## src/rtl/l15_arb_pkg.sv

```systemverilog
// l15_arb_pkg: shared types and helpers for the L1.5 request port arbiter
package l15_arb_pkg;
  typedef enum logic {ARB_FIXED, ARB_RR} arb_mode_e;
  typedef enum logic {ARB_IDLE, ARB_LOCKED} arb_state_e;
  localparam int MaxPorts = 256;
  function automatic logic [7:0] onehot_to_bin(input logic [MaxPorts-1:0] oh);
    logic [7:0] b;
    b = '0;
    for (int i = 0; i < MaxPorts; i++) b |= oh[i] ? 8'(i) : 8'd0;
    return b;
  endfunction
endpackage

```

## src/rtl/l15_req_port_arbiter_if.sv

```systemverilog
// l15_req_port_arbiter_if: requester-side and downstream-side signals of the L1.5 request arbiter
interface l15_req_port_arbiter_if #(
  parameter int NumPorts = 6,
  parameter int PayloadWidth = 128
);
  localparam int PortIdWidth = $clog2(NumPorts);
  logic [NumPorts-1:0] req_valid_i, req_ready_o, req_last_i, starve_o;
  logic [NumPorts*PayloadWidth-1:0] req_data_i;
  logic out_valid_o, out_ready_i, out_last_o;
  logic [PayloadWidth-1:0] out_data_o;
  logic [PortIdWidth-1:0] out_portid_o;
  modport slave (
    input req_valid_i, req_last_i, req_data_i, out_ready_i,
    output req_ready_o, starve_o, out_valid_o, out_last_o, out_data_o, out_portid_o
  );
  modport master (
    output req_valid_i, req_last_i, req_data_i, out_ready_i,
    input req_ready_o, starve_o, out_valid_o, out_last_o, out_data_o, out_portid_o
  );
endinterface

```

## src/rtl/l15_arb_picker.sv

```systemverilog
// l15_arb_picker: combinational fixed-priority / round-robin pick among valid ports
module l15_arb_picker
  import l15_arb_pkg::*;
#(
  parameter int NumPorts = 6,
  localparam int PortIdWidth = $clog2(NumPorts)
) (
  input  logic [NumPorts-1:0]    valid,
  input  logic [NumPorts-1:0]    starve,
  input  logic [PortIdWidth-1:0] ptr,
  input  arb_mode_e              mode,
  output logic [NumPorts-1:0]    gnt,
  output logic [PortIdWidth-1:0] idx
);
  logic [NumPorts-1:0] cand;
  int j;
  // scan from lowest to highest priority so the last hit is the winner
  always_comb begin
    cand = |(valid & starve) ? valid & starve : valid;
    gnt = '0;
    j = 0;
    for (int k = NumPorts - 1; k >= 0; k--) begin
      j = mode == ARB_RR ? (int'(ptr) + k) % NumPorts : k;
      if (mode == ARB_RR ? valid[j] : cand[j]) gnt = NumPorts'(1) << j;
    end
  end
  assign idx = PortIdWidth'(onehot_to_bin(MaxPorts'(gnt)));
endmodule

```

## src/rtl/l15_req_port_arbiter.sv

```systemverilog
// l15_req_port_arbiter: N-port request arbiter with packet locking feeding a registered output slice
module l15_req_port_arbiter
  import l15_arb_pkg::*;
#(
  parameter int NumPorts = 6,
  parameter int PayloadWidth = 128,
  parameter int ArbMode = 0,
  parameter int StarveTh = 16
) (
  input logic clk_i,
  input logic rst_ni,
  l15_req_port_arbiter_if.slave bus
);
  localparam int PortIdWidth = $clog2(NumPorts);
  localparam int CntWidth = $clog2(StarveTh + 1);
  localparam arb_mode_e Mode = ArbMode == 1 ? ARB_RR : ARB_FIXED;
  arb_state_e state_q, state_d;
  logic [PortIdWidth-1:0] lock_q, lock_d, ptr_q, pick_idx, gidx, portid_q;
  logic [NumPorts-1:0] pick_gnt, grant, ready, hs_v, starve;
  logic [NumPorts-1:0][CntWidth-1:0] cnt_q;
  logic [PayloadWidth-1:0] data_q;
  logic valid_q, last_q, run_q, accept, hs, hs_last;
  l15_arb_picker #(.NumPorts(NumPorts)) u_picker (
    .valid(bus.req_valid_i),
    .starve(starve),
    .ptr(ptr_q),
    .mode(Mode),
    .gnt(pick_gnt),
    .idx(pick_idx)
  );
  always_ff @(posedge clk_i or negedge rst_ni)
    if (!rst_ni) begin
      state_q <= ARB_IDLE;
      lock_q <= '0;
    end else begin
      state_q <= state_d;
      lock_q <= lock_d;
    end
  always_comb begin
    state_d = hs ? (hs_last ? ARB_IDLE : ARB_LOCKED) : state_q;
    lock_d = hs ? gidx : lock_q;
  end
  // run_q keeps every ready low until the first edge out of reset
  always_comb begin
    grant = state_q == ARB_LOCKED ? NumPorts'(1) << lock_q : pick_gnt;
    gidx = state_q == ARB_LOCKED ? lock_q : pick_idx;
    accept = ~valid_q | bus.out_ready_i;
    ready = {NumPorts{accept & run_q}} & grant;
    hs_v = bus.req_valid_i & ready;
    hs = |hs_v;
    hs_last = bus.req_last_i[gidx];
  end
  always_ff @(posedge clk_i or negedge rst_ni)
    if (!rst_ni) begin
      run_q <= 1'b0;
      valid_q <= 1'b0;
      data_q <= '0;
      last_q <= 1'b0;
      portid_q <= '0;
      ptr_q <= '0;
    end else begin
      run_q <= 1'b1;
      if (accept) valid_q <= hs;
      if (hs) begin
        data_q <= bus.req_data_i[gidx*PayloadWidth +: PayloadWidth];
        last_q <= hs_last;
        portid_q <= gidx;
      end
      if (hs && hs_last) ptr_q <= gidx == PortIdWidth'(NumPorts - 1) ? '0 : gidx + 1'b1;
    end
  always_ff @(posedge clk_i or negedge rst_ni)
    if (!rst_ni) cnt_q <= '0;
    else
      for (int i = 0; i < NumPorts; i++)
        cnt_q[i] <= (!bus.req_valid_i[i] || hs_v[i]) ? '0 : cnt_q[i] + CntWidth'(!starve[i]);
  always_comb
    for (int i = 0; i < NumPorts; i++) starve[i] = cnt_q[i] == CntWidth'(StarveTh);
  assign bus.req_ready_o = ready;
  assign bus.starve_o = starve;
  assign bus.out_valid_o = valid_q;
  assign bus.out_data_o = data_q;
  assign bus.out_last_o = last_q;
  assign bus.out_portid_o = portid_q;
endmodule
```

## src/flat_wrapper.sv

```systemverilog
// flat-port wrapper written by rule: the top's interface ports become plain ports
module l15_req_port_arbiter_flat import l15_arb_pkg::*;
#(
  parameter int NumPorts = 6,
  parameter int PayloadWidth = 128,
  parameter int ArbMode = 0,
  parameter int StarveTh = 16
)
  (clk_i, rst_ni, bus_req_valid_i, bus_req_last_i, bus_req_data_i, bus_out_ready_i, bus_req_ready_o, bus_starve_o, bus_out_valid_o, bus_out_last_o, bus_out_data_o, bus_out_portid_o);
  l15_req_port_arbiter_if #(.NumPorts(NumPorts), .PayloadWidth(PayloadWidth)) bus_i ();
  input logic clk_i;
  input logic rst_ni;
  input wire logic [$bits(bus_i.req_valid_i)-1:0] bus_req_valid_i;
  input wire logic [$bits(bus_i.req_last_i)-1:0] bus_req_last_i;
  input wire logic [$bits(bus_i.req_data_i)-1:0] bus_req_data_i;
  input wire logic [$bits(bus_i.out_ready_i)-1:0] bus_out_ready_i;
  output wire logic [$bits(bus_i.req_ready_o)-1:0] bus_req_ready_o;
  output wire logic [$bits(bus_i.starve_o)-1:0] bus_starve_o;
  output wire logic [$bits(bus_i.out_valid_o)-1:0] bus_out_valid_o;
  output wire logic [$bits(bus_i.out_last_o)-1:0] bus_out_last_o;
  output wire logic [$bits(bus_i.out_data_o)-1:0] bus_out_data_o;
  output wire logic [$bits(bus_i.out_portid_o)-1:0] bus_out_portid_o;
  assign bus_i.req_valid_i = bus_req_valid_i;
  assign bus_i.req_last_i = bus_req_last_i;
  assign bus_i.req_data_i = bus_req_data_i;
  assign bus_i.out_ready_i = bus_out_ready_i;
  assign bus_req_ready_o = bus_i.req_ready_o;
  assign bus_starve_o = bus_i.starve_o;
  assign bus_out_valid_o = bus_i.out_valid_o;
  assign bus_out_last_o = bus_i.out_last_o;
  assign bus_out_data_o = bus_i.out_data_o;
  assign bus_out_portid_o = bus_i.out_portid_o;
  l15_req_port_arbiter #(.NumPorts(NumPorts), .PayloadWidth(PayloadWidth), .ArbMode(ArbMode), .StarveTh(StarveTh)) u_core (.clk_i(clk_i), .rst_ni(rst_ni), .bus(bus_i));
endmodule
```

## config.mk

```make
export PLATFORM = sky130hd
export DESIGN_NAME = l15_req_port_arbiter_flat
export DESIGN_NICKNAME = d
export VERILOG_FILES = /design/src/rtl/l15_arb_pkg.sv /design/src/rtl/l15_req_port_arbiter_if.sv /design/src/rtl/l15_arb_picker.sv /design/src/rtl/l15_req_port_arbiter.sv /design/src/flat_wrapper.sv
export SDC_FILE = /design/constraint.sdc
export NUM_CORES = 1
export LEC_CHECK = 0
export ABC_AREA = 1
export CORE_AREA = 4 4 361 363
export DETAILED_ROUTE_END_ITERATION = 8
export DIE_AREA = 0 0 365 367
export PLACE_DENSITY = 0.41
export SYNTH_ARGS = -nofsm -noshare
export SYNTH_HDL_FRONTEND = slang
export SYNTH_SLANG_ARGS = --single-unit
```

## constraint.sdc

```tcl
create_clock -name clk_i -period 7.21 [get_ports clk_i]
set_clock_uncertainty 0.15 [all_clocks]
set_input_delay 0.721 -clock clk_i [delete_from_list [all_inputs] [get_ports clk_i]]
set_output_delay 0.721 -clock clk_i [all_outputs]
set_load 0.005 [all_outputs]
```

=== Yosys cells after proc, flatten, opt, wreduce, memory -nomap -nowiden ===
Cells that the tools add are included.

* Bitwise gates (word level): 10
* Add/subtract/negate cells: 6
* Shifts and indexed selects: 2
* Reductions and logical operators: 20
* Muxes and demuxes: 23
* Eq/ne operators: 6
* Order comparisons: 1

{| class="wikitable"
|+ Operators by type and width
! cell !! number
|-
| 768-bit by 11-bit indexed part select with 128-bit output || 1
|-
| 6-bit 2-to-1 mux || 8
|-
| 5-bit by 1-bit adder with 5-bit output || 6
|-
| 5-bit == test (second input constant) || 6
|-
| 5-bit 2-to-1 mux || 6
|-
| 6-bit bitwise AND || 3
|-
| 1-bit logical NOT || 12
|-
| 6-bit OR reduction || 2
|-
| 3-bit 2-to-1 mux || 3
|-
| 1-bit logical OR || 6
|-
| 3-bit OR || 2
|-
| 1-bit by 3-bit left shift with 6-bit output (first input constant) || 1
|-
| 3-bit by 4-bit less-than comparator with 1-bit output (second input constant) || 1
|-
| 2-bit 2-to-1 mux || 2
|-
| 1-bit binary-select mux with 3-bit select || 1
|-
| 1-bit 2-to-1 mux || 3
|-
| 3-bit by 2-bit OR with 3-bit output || 1
|-
| 1-bit by 2-bit OR with 2-bit output || 1
|-
| 1-bit bitwise AND || 1
|-
| 1-bit NOT || 1
|-
| 1-bit OR || 1
|}

* Logic and storage cells: 80
* Flip-flop bits (word level): 165

=== Depth between registers and ports, before layout ===
Gate-level depths: netlist of run 1.

* Depth in word-level cells: 19
* Depth in mapped cells: 22
* Gate-level depth less buffers: 20

=== Modules after synthesis ===
From an unflattened synthesis of run 1, not the netlist that was laid out.

* Cells, all modules: 2834
* Area total of the unflattened synthesis: 16281.9 um^2

{| class="wikitable"
|+ Modules (own cells, without submodules)
! module !! area an instance (um^2) !! times used !! sequential area each (um^2) !! cells an instance
|-
| l15_req_port_arbiter || 14467.6 || 1 || 4204.0 || 2500
|-
| l15_arb_picker || 1814.2 || 1 || 0.0 || 334
|}

=== Worst setup path before layout of run 1 ===
No wires, ideal clock.

* Path kind: input-to-reg
* From: input port bus_req_valid_i[1]
* To: register u_core.data_q[47], in the netlist u_core.bus.out_data_o[47]
* Setup time: 124 ps
* Setup slack: 4612 ps
* Path buffers: 2
* Stages on the path: 14
* Required time: 6936 ps
* Arrival: 2323 ps
* Cells stage by stage: nand3_2 > nand2_1 > nor2_4 > nand3_1 > a21oi_1 > nand2_2 > nand3_1 > nand2_2 > nand3_1 > buf_2 > clkbuf_1 > a21oi_1 > nor2_1 > a21oi_1

* Cells in the longest elaborated chain, start to end: 15
* Elaborated cells between the ends (all ways): 24
* Classes of those cells: shift: 1; mux: 14; bitwise: 7; reduce/logical: 2

{| class="wikitable"
|+ RTL lines
! item !! RTL line !! source
|-
| start: declaration || flat_wrapper.sv:13 || <nowiki>input wire logic [$bits(bus_i.req_valid_i)-1:0] bus_req_valid_i;</nowiki>
|-
| 6-bit bitwise AND || l15_arb_picker.sv:19 || <nowiki>cand = |(valid & starve) ? valid & starve : valid;</nowiki>
|-
| 6-bit OR reduction || l15_arb_picker.sv:19 ||
|-
| 6-bit 2-to-1 mux || l15_arb_picker.sv:19 ||
|-
| 6-bit 2-to-1 mux (5 in a row) || l15_arb_picker.sv:24 || <nowiki>if (mode == ARB_RR ? valid[j] : cand[j]) gnt = NumPorts'(1) << j;</nowiki>
|-
| 1-bit 2-to-1 mux / 2-bit 2-to-1 mux (equally long branches) || l15_arb_pkg.sv:9 || <nowiki>for (int i = 0; i < MaxPorts; i++) b |= oh[i] ? 8'(i) : 8'd0;</nowiki>
|-
| 1-bit by 2-bit OR with 2-bit output || l15_arb_pkg.sv:9 ||
|-
| 3-bit by 2-bit OR with 3-bit output || l15_arb_pkg.sv:9 ||
|-
| 3-bit OR (2 in a row) || l15_arb_pkg.sv:9 ||
|-
| 3-bit 2-to-1 mux || l15_req_port_arbiter.sv:46 || <nowiki>gidx = state_q == ARB_LOCKED ? lock_q : pick_idx;</nowiki>
|-
| 768-bit by 11-bit indexed part select with 128-bit output || l15_req_port_arbiter.sv:65 || <nowiki>data_q <= bus.req_data_i[gidx*PayloadWidth +: PayloadWidth];</nowiki>
|-
| end signal: assignment || l15_req_port_arbiter.sv:65 ||
|-
| end: declaration || l15_req_port_arbiter.sv:21 || <nowiki>logic [PayloadWidth-1:0] data_q;</nowiki>
|}

Several ways; a longest one is shown, not always the timed one.
A chain may end at the register's enable or synchronous reset.

=== Final worst setup path of run 1 ===
* From: register u_core.cnt_q[21] (netlist name)
* To: register u_core.data_q[6], in the netlist u_core.bus.out_data_o[6]

* Cells in the longest elaborated chain, start to end: 16
* Elaborated cells between the ends (all ways): 25
* Classes of those cells: eq/ne: 1; shift: 1; mux: 14; bitwise: 7; reduce/logical: 2

{| class="wikitable"
|+ RTL lines
! item !! RTL line !! source
|-
| start: declaration || l15_req_port_arbiter.sv:20 || <nowiki>logic [NumPorts-1:0][CntWidth-1:0] cnt_q;</nowiki>
|-
| start signal: indexed assignment || l15_req_port_arbiter.sv:75 || <nowiki>cnt_q[i] <= (!bus.req_valid_i[i] || hs_v[i]) ? '0 : cnt_q[i] + CntWidth'(!starve[i]);</nowiki>
|-
| 5-bit == test * || l15_req_port_arbiter.sv:77 || <nowiki>for (int i = 0; i < NumPorts; i++) starve[i] = cnt_q[i] == CntWidth'(StarveTh);</nowiki>
|-
| 6-bit bitwise AND * || l15_arb_picker.sv:19 ||
|-
| 6-bit OR reduction || l15_arb_picker.sv:19 ||
|-
| 6-bit 2-to-1 mux * || l15_arb_picker.sv:19 ||
|-
| 6-bit 2-to-1 mux (4 in a row) || l15_arb_picker.sv:24 ||
|-
| 6-bit 2-to-1 mux * || l15_arb_picker.sv:24 ||
|-
| 1-bit 2-to-1 mux / 2-bit 2-to-1 mux (equally long branches) || l15_arb_pkg.sv:9 ||
|-
| 1-bit by 2-bit OR with 2-bit output || l15_arb_pkg.sv:9 ||
|-
| 3-bit by 2-bit OR with 3-bit output || l15_arb_pkg.sv:9 ||
|-
| 3-bit OR (2 in a row) || l15_arb_pkg.sv:9 ||
|-
| 3-bit 2-to-1 mux || l15_req_port_arbiter.sv:46 ||
|-
| 768-bit by 11-bit indexed part select with 128-bit output || l15_req_port_arbiter.sv:65 ||
|}

Mark *: on every way between the ends. The rest lies on a longest branch, timed or not.

==> results.ini, run 1 <==
[outcome]
status = complete, no violations

[layout]
fin_util_pct = 22.0
areaGrowthSynthToFinish_pct = 67.3
drive_gt1_share_pct = 2.55
fill_cells = 14700
final_common_cell = clkdlybuf4s50_1
layout_common_cells = clkdlybuf4s50_1 (926), nand2_1 (688), nand3_1 (672)
nets = 4517
fin_area_mm2 = 0.0279

[sta]
setup_violations = 0
drv_slew = 0
post-route-period-util_pct = 58.0
worst_slew_pin_slew_ns = 1.07
final_hold_viol_count = 0
relSlewSlack_pct = 28.6
layout_min_cycle_time_ns = 4.18
fin_setup_tns_ns = 0
fmax_mhz = 239
rsz0062_at_grt = false

[worst_setup_path]
setup.worst_path.start = u_core.cnt_q[21]$_DFF_PN0_
crit_family = simple AND/OR/NAND/NOR gates
path_buf_inv = 3
worst_setup_path_start_kind = register
rrSetupSlack_ns = 3.03
timing.rr.end = u_core.bus.out_data_o[6]$_DFFE_PN0P_
worstPathCellList = inv_1 -> ha_1 -> inv_1 -> nor2_1 -> nand2_1 -> nor2_2 -> nor2_4 -> nand3_2 -> nand2_1 -> nor2_4 -> nand3_1 -> nand2_1 -> nand4_1 -> nand2_4 -> nor2_4 -> buf_4 -> nor2_1 -> a21oi_1
r2r_cells = 18
reg2reg_from = u_core.cnt_q[21]$_DFF_PN0_
cp_slowest_cell = nor2_4
critPathKind = register to register
cp.arrival_ns = 4.46
critical_path.endpoint = u_core.bus.out_data_o[6]$_DFFE_PN0P_
cp_num_cells = 18
worstPathRequired_ns = 7.49
cp_max_fo = 37
slowest_delay_ns = 0.87
crit_path_end_kind = register

[clock_network]
h-tree-depth = 4
cts_buffers = 17
post_cts_resized = 0
cts_root_buf = clkbuf_16
clockBufferDepth = 2
path_clk_slew_ns = 0.08
cts_tree = yes
cts_hold_buf = 0
post_cts_buffers = 0
worstSkewPairLatency_ns = 0.50
clock_sinks = 165

[place]
hpwl_um = 92100
dpl_cell_area_mm2 = 0.0273
gp_congestion = 0.863
portBuffers = 927

[synth]
synth.top_cells.by_area = dfrtp_1 (25%), nand3_1 (20%), nand2_1 (16%)
synth_top_family_by_area = simple AND/OR/NAND/NOR gates
synth-adder-area-share_pct = 1.28
ys_warn_count = 0
synth.largest_area_cell = dfrtp_1
synth_seq_area_share_pct = 24.8
synthSimpleGateAreaFrac_pct = 44.9
ys_seq_elements = 165
syn_area_per_cell_um2 = 5.63
synthCells = 2961
synth_area_mm2 = 0.0167
synthMuxAreaShare_pct = 0
synth_compound_area_share_pct = 8.06
synth-xor-area-share_pct = 0.946
synth_cell_types = 28
synth_top_area_share_pct = 24.8
synth_nets = 3761

[power_and_ir_drop]
p_sw_share_pct = 55.9
powerDensity_mw_per_mm2 = 352
clkPwrFrac_pct = 10.1
leakagePower_nw = 13.6
peakVddDrop_v = 0.000213
seqPwrFrac_pct = 16.7
share_comb_of_total_power_pct = 73.2
p_switching_mw = 5.48
p_int_mw = 4.33

[routing]
first_pass_iters = 5
drt_wl_total_um = 119000
drc = 0
vias_per_cell = 4.10
vias = 22200
drtIter0Drc = 1308
ant_nets = 0
routedWlPerCell_um = 22.1

[grt]
overflow = 0
grt_pass1_wl_um = 164000
grt_max_degree = 134
grt_pass1_vias = 21700
grt_usage_pct = 16.9
grt_antenna_before_repair = 46

[die]
die_width_um = 365
row_count = 131
die_area_mm2 = 0.134
start_util_pct = 13.1
die_h_um = 367
core_area_mm2 = 0.127
ios = 928

[hold_path]
worstHoldPathType = input port to async pin

[job]
drv_cap = 0

-- cell type report --
type	count	area (µm²)	area share [%]
Antenna cell	13	32.5	0.117
Clock buffer	19	443	1.59
Clock inverter	11	96.3	0.345
Inverter	573	2160	7.73
Multi-Input combinational cell	1996	9280	33.3
Sequential cell	165	4130	14.8
Tap cell	1662	2080	7.46
Timing Repair Buffer	964	9670	34.7
-- flip-flops by register name (all words and copies together), names as in the netlist --
| register | cells |
|---|---|
| u_core.bus.out_data_o | 128 |
| u_core.cnt_q | 30 |
| u_core.bus.out_portid_o | 3 |
| u_core.bus.out_last_o | 1 |
| u_core.bus.out_valid_o | 1 |
| u_core.run_q | 1 |
| u_core.state_q | 1 |
-- per-stage QoR --
| step | hold WS [ns] | worst slack, ns | power [mW] | std cells |
|---|---|---|---|---|
| 2_1_floorplan | 0.275 | 4.61 | 5.57 | 2961 |
| 3_3_place_gp | 0.328 | 2.42 | 8.96 | 5360 |
| 3_5_place_dp | 0.328 | 2.42 | 8.97 | 5360 |
| 4_1_cts | 0.0243 | 2.87 | 10.0 | 5390 |
| 5_1_grt | 0.0403 | 2.68 | 10.6 | 5395 |
| 6_report | 0.00435 | 3.03 | 9.81 | 5403 |
-- cells in the mapped netlist --
master / count
nand4_1: 3
o21bai_1: 1
buf_2: 109
nor2_2: 3
nand2_2: 4
nand2_1: 691
a31oi_1: 1
o31ai_1: 1
o21ai_0: 5
buf_4: 5
buf_1: 6
xor2_1: 12
inv_2: 2
nand3_2: 10
nor2_1: 175
ha_1: 17
clkbuf_1: 83
a21oi_1: 259
nand3b_1: 2
nand3_1: 673
nor3_1: 128
conb_1: 1
buf_6: 24
xnor2_1: 6
nor2_4: 3
inv_1: 571
dfrtp_1: 165
nand2_4: 1
-- worst min path at each step --
| stage | to | slack (ns) |
|---|---|---|
| after global placement | u_core.bus.out_last_o$_DFFE_PN0P_ | 0.33 |
| final | u_core.bus.out_data_o[50]$_DFFE_PN0P_ | 0.004 |
| after floorplan | u_core.bus.out_data_o[0]$_DFFE_PN0P_ | 0.28 |
| after detailed placement | u_core.bus.out_last_o$_DFFE_PN0P_ | 0.33 |
| after CTS | u_core.bus.out_data_o[50]$_DFFE_PN0P_ | 0.02 |
| after global routing | u_core.bus.out_data_o[53]$_DFFE_PN0P_ | 0.04 |
-- logic make-up after synthesis --
family                   after synthesis
AO/OA/AOI/OAI                        267
XOR/XNOR                              18
adder cells (fa/ha/maj)               17
buffers and inverters                800
flip-flops                           165
other                                  1
AND/OR/NAND/NOR                     1693
-- worst reg2reg max path, stage by stage, from the launching register on --
cell     delay [ns]
dfrtp_1        0.38
inv_1          0.05
ha_1           0.17
inv_1          0.05
nor2_1         0.03
nand2_1        0.20
nor2_2         0.09
nor2_4         0.20
nand3_2        0.11
nand2_1        0.12
nor2_4         0.07
nand3_1        0.09
nand2_1        0.09
nand4_1        0.15
nand2_4        0.29
nor2_4         0.89
buf_4          0.67
nor2_1         0.15
a21oi_1        0.16
-- routing by layer --
layer / track usage [%] / vias to the layer above / wire length, µm
met1: 20.9 / 10500 / 50300
met3: 4.35 / 99 / 8640
met4: 3.24 / 20 / 1570
met2: 29.8 / 744 / 58800
li1: - / 10800 / -
met5: 0 / - / 143
-- power groups by stage --
stage | Sequential (mW) | Combinational (mW) | Clock, mW
floorplan | 1.62 | 3.95 | 0
global placement | 1.65 | 7.31 | 0
detailed placement | 1.65 | 7.32 | 0
CTS | 1.64 | 7.33 | 1.05
global route | 1.69 | 7.88 | 1.07
finish | 1.64 | 7.17 | 0.993
(Power assumes the default switching activity.)
==> inputs of run 2 (changes only) <==
--- a/config.mk
+++ b/config.mk
@@ -6,9 +6,9 @@
 export NUM_CORES = 1
 export LEC_CHECK = 0
 export ABC_AREA = 1
-export CORE_AREA = 4 4 361 363
+export CORE_AREA = 4 4 363 365
 export DETAILED_ROUTE_END_ITERATION = 8
-export DIE_AREA = 0 0 365 367
+export DIE_AREA = 0 0 367 369
 export PLACE_DENSITY = 0.41
 export SYNTH_ARGS = -nofsm -noshare
 export SYNTH_HDL_FRONTEND = slang
==> constraint.sdc (replaced) <==
create_clock -name clk_i -period 4.1 [get_ports clk_i]
set_clock_uncertainty 0.15 [all_clocks]
set_input_delay 0.41 -clock clk_i [delete_from_list [all_inputs] [get_ports clk_i]]
set_output_delay 0.41 -clock clk_i [all_outputs]
set_load 0.005 [all_outputs]
==> run 2 against run 1 <==
Net effect:
- sequential cell count is the same
- via count grew 0.92%
- final cell count increased by 1.2%
- non-clock buffer count grew 51
==> results.ini, run 2 (synthesis results as in run 1) <==
[layout]
fin_util_pct = 22.3  ; +0.35 points
largest_reg_flops = 128  ; unchanged
areaGrowthSynthToFinish_pct = 72.4
final_common_cell = clkdlybuf4s50_1
seq_area_mm2 = 0.00413  ; unchanged
layout_common_cells = clkdlybuf4s50_1 (926), nand2_1 (688), nand3_1 (672)
fill_cells = 14800  ; +1.1%
drive_gt1_share_pct = 3.91  ; +1.4 points
nets = 4568  ; +1.1%
multi_input_area_mm2 = 0.00928  ; unchanged

[job]
drv_cap = 0  ; unchanged

[worst_setup_path]
worst_setup_path_start_kind = register
cp_num_cells = 15  ; -3
cpMostUsedCell = nand2_1
cp_slowest_cell = clkdlybuf4s50_1
worstPathCellList = inv_1 -> ha_1 -> inv_1 -> nor2_1 -> nand2_1 -> nor2_2 -> nor2_4 -> nand3_2 -> nand2_2 -> nor2_4 -> nand3_1 -> nand2_1 -> nand2_1 -> nor2_1 -> clkdlybuf4s50_1
cp_max_fo = 6  ; -84%
slowest_delay_ns = 0.56  ; -0.31 ns
crit_family = simple AND/OR/NAND/NOR gates
worstPathRequired_ns = 3.54  ; -3.95 ns
r2r_cells = 18  ; unchanged
cp.arrival_ns = 2.96  ; -1.50 ns
critPathKind = register to output port
crit_path_end_kind = output port
path_buf_inv = 3  ; unchanged

[place]
hpwl_um = 96100  ; +4.3%
portBuffers = 927  ; unchanged
gp_congestion = 0.873  ; +1.1%

[clock_network]
clockBufferDepth = 2  ; unchanged
cts_root_buf = clkbuf_16
clock_sinks = 165  ; unchanged
cts_buffers = 17  ; unchanged
path_clk_slew_ns = 0.08  ; about the same
worstSkewPairLatency_ns = 0.50  ; about the same
h-tree-depth = 4  ; unchanged
post_cts_buffers = 0  ; unchanged
cts_tree = yes

[sta]
fmax_mhz = 284
fin_setup_tns_ns = 0  ; unchanged
hold_slack_ns = 0.245  ; +0.241 ns
layout_min_cycle_time_ns = 3.52
relSlewSlack_pct = 42.4  ; +14 points
post-route-period-util_pct = 85.9
setup_violations = 0  ; unchanged
drv_slew = 0  ; unchanged
worst_slew_pin_slew_ns = 0.855  ; -0.216 ns
final_hold_viol_count = 0  ; unchanged
rsz0062_at_grt = false

[routing]
vias_per_cell = 4.09  ; -0.32%
routedWlPerCell_um = 22.1  ; +0.14%
drtIter0Drc = 1527  ; +17%
ant_nets = 0  ; unchanged
first_pass_iters = 5  ; unchanged
vias = 22400  ; +0.92%
drc = 0  ; unchanged
drt_wl_total_um = 121000  ; +1.4%

[grt]
grt_antenna_before_repair = 29  ; -37%
grt_pass1_wl_um = 168000  ; +2.5%
grt_usage_pct = 17.1  ; +0.16 points
grt_max_degree = 94  ; -30%
overflow = 0  ; unchanged
grt_pass1_vias = 22200  ; +2.4%

[power_and_ir_drop]
powerDensity_mw_per_mm2 = 633  ; +80%
leakagePower_nw = 14.1  ; +3.1%
peakVddDrop_v = 0.000371  ; +74%

[die]
start_util_pct = 12.9  ; -0.18 points
core_area_mm2 = 0.129  ; +1.4%
die_area_mm2 = 0.135  ; +1.1%
ios = 928  ; unchanged
row_count = 132  ; +0.76%
die_width_um = 367  ; +0.55%
die_h_um = 369  ; +0.54%

[outcome]
status = complete, no violations

[hold_path]
worstHoldPathType = input port to async pin

-- run 2: cell count changes in the layout (fill, tap and decap cells not counted), moves of 2 or more --
cell	change
buf_4	+22
bufinv_16	+2
clkinvlp_4	-3
buf_12	+28
inv_8	+2
clkinv_8	+3
-- run 2: power breakdown --
| group | internal (mW) | switching [mW] | total, mW |
|---|---|---|---|
| clock | 0.942 | 0.978 | 1.92 |
| combinational | 5.06 | 8.34 | 13.4 |
| sequential | 2.38 | 0.490 | 2.87 |
| total | 8.38 | 9.81 | 18.2 |
-- run 2: area by class of cell --
| cell class | count | share of cell area (%) |
|---|---|---|
| repair buffers | 1015 | 36.2 |
| multi-input cells | 1996 | 32.3 |
| flip-flops and latches | 165 | 14.4 |
| inverters | 573 | 7.50 |
| well taps | 1675 | 7.29 |
| clock buffers | 17 | 1.48 |
| clock inverters | 15 | 0.714 |
| diodes | 14 | 0.122 |
-- run 2: per-layer routing --
metal,vias to the layer above,global-route usage [%],routed length [µm]
met5,-,0,127
met4,18,3.21,1550
met3,87,4.68,8840
met2,734,29.3,59000
met1,10700,21.5,51500
li1,10900,-,-
-- run 2: per-stage QoR --
stage | setup slack [ns] | total power [mW] | std cells | cell area [µm²]
final | 0.580 | 18.2 | 5470 | 28700
after global routing | 0.294 | 19.8 | 5460 | 28700
after CTS | 0.466 | 18.6 | 5456 | 28700
after detailed placement | 0.445 | 16.6 | 5423 | 28100
after global placement | 0.394 | 16.6 | 5423 | 28100
after floorplan | 1.55 | 9.80 | 2961 | 16700
-- run 2: path summary, 6_finish.rpt --
kind / start / end / slack, ns
worst min-delay path: rst_ni / u_core.bus.out_data_o[51]$_DFFE_PN0P_ / 0.25
max in group asynchronous: rst_ni / u_core.bus.out_data_o[114]$_DFFE_PN0P_ / 2.66
min in group clk_i: bus_out_ready_i / u_core.bus.out_valid_o$_DFFE_PN0N_ / 0.34
worst max register to register: u_core.cnt_q[20]$_DFF_PN0_ / u_core.bus.out_data_o[117]$_DFFE_PN0P_ / 0.69
worst max-delay path: u_core.cnt_q[20]$_DFF_PN0_ / bus_req_ready_o[4] / 0.58
worst min register to register: u_core.bus.out_last_o$_DFFE_PN0P_ / u_core.bus.out_last_o$_DFFE_PN0P_ / 0.37
-- run 2: worst reg2reg max path: stages, from the launching register on --
cell and delay, ns:
dfrtp_1 0.38, inv_1 0.05, ha_1 0.19, inv_1 0.05
nor2_1 0.03, nand2_1 0.16, nor2_2 0.08, nor2_4 0.21
nand3_2 0.11, nand2_1 0.12, nor2_4 0.07, nand2_2 0.11
nand3_1 0.19, nand2_8 0.17, buf_12 0.24, nand3_1 0.43
nand2_1 0.15, nand2_1 0.22, a21oi_1 0.24
-- run 2: repair_timing --
action / CTS / global route
resized for setup: 0 / 0
hold buffers: 1 / 0
hold endpoints to repair: 43 / 0
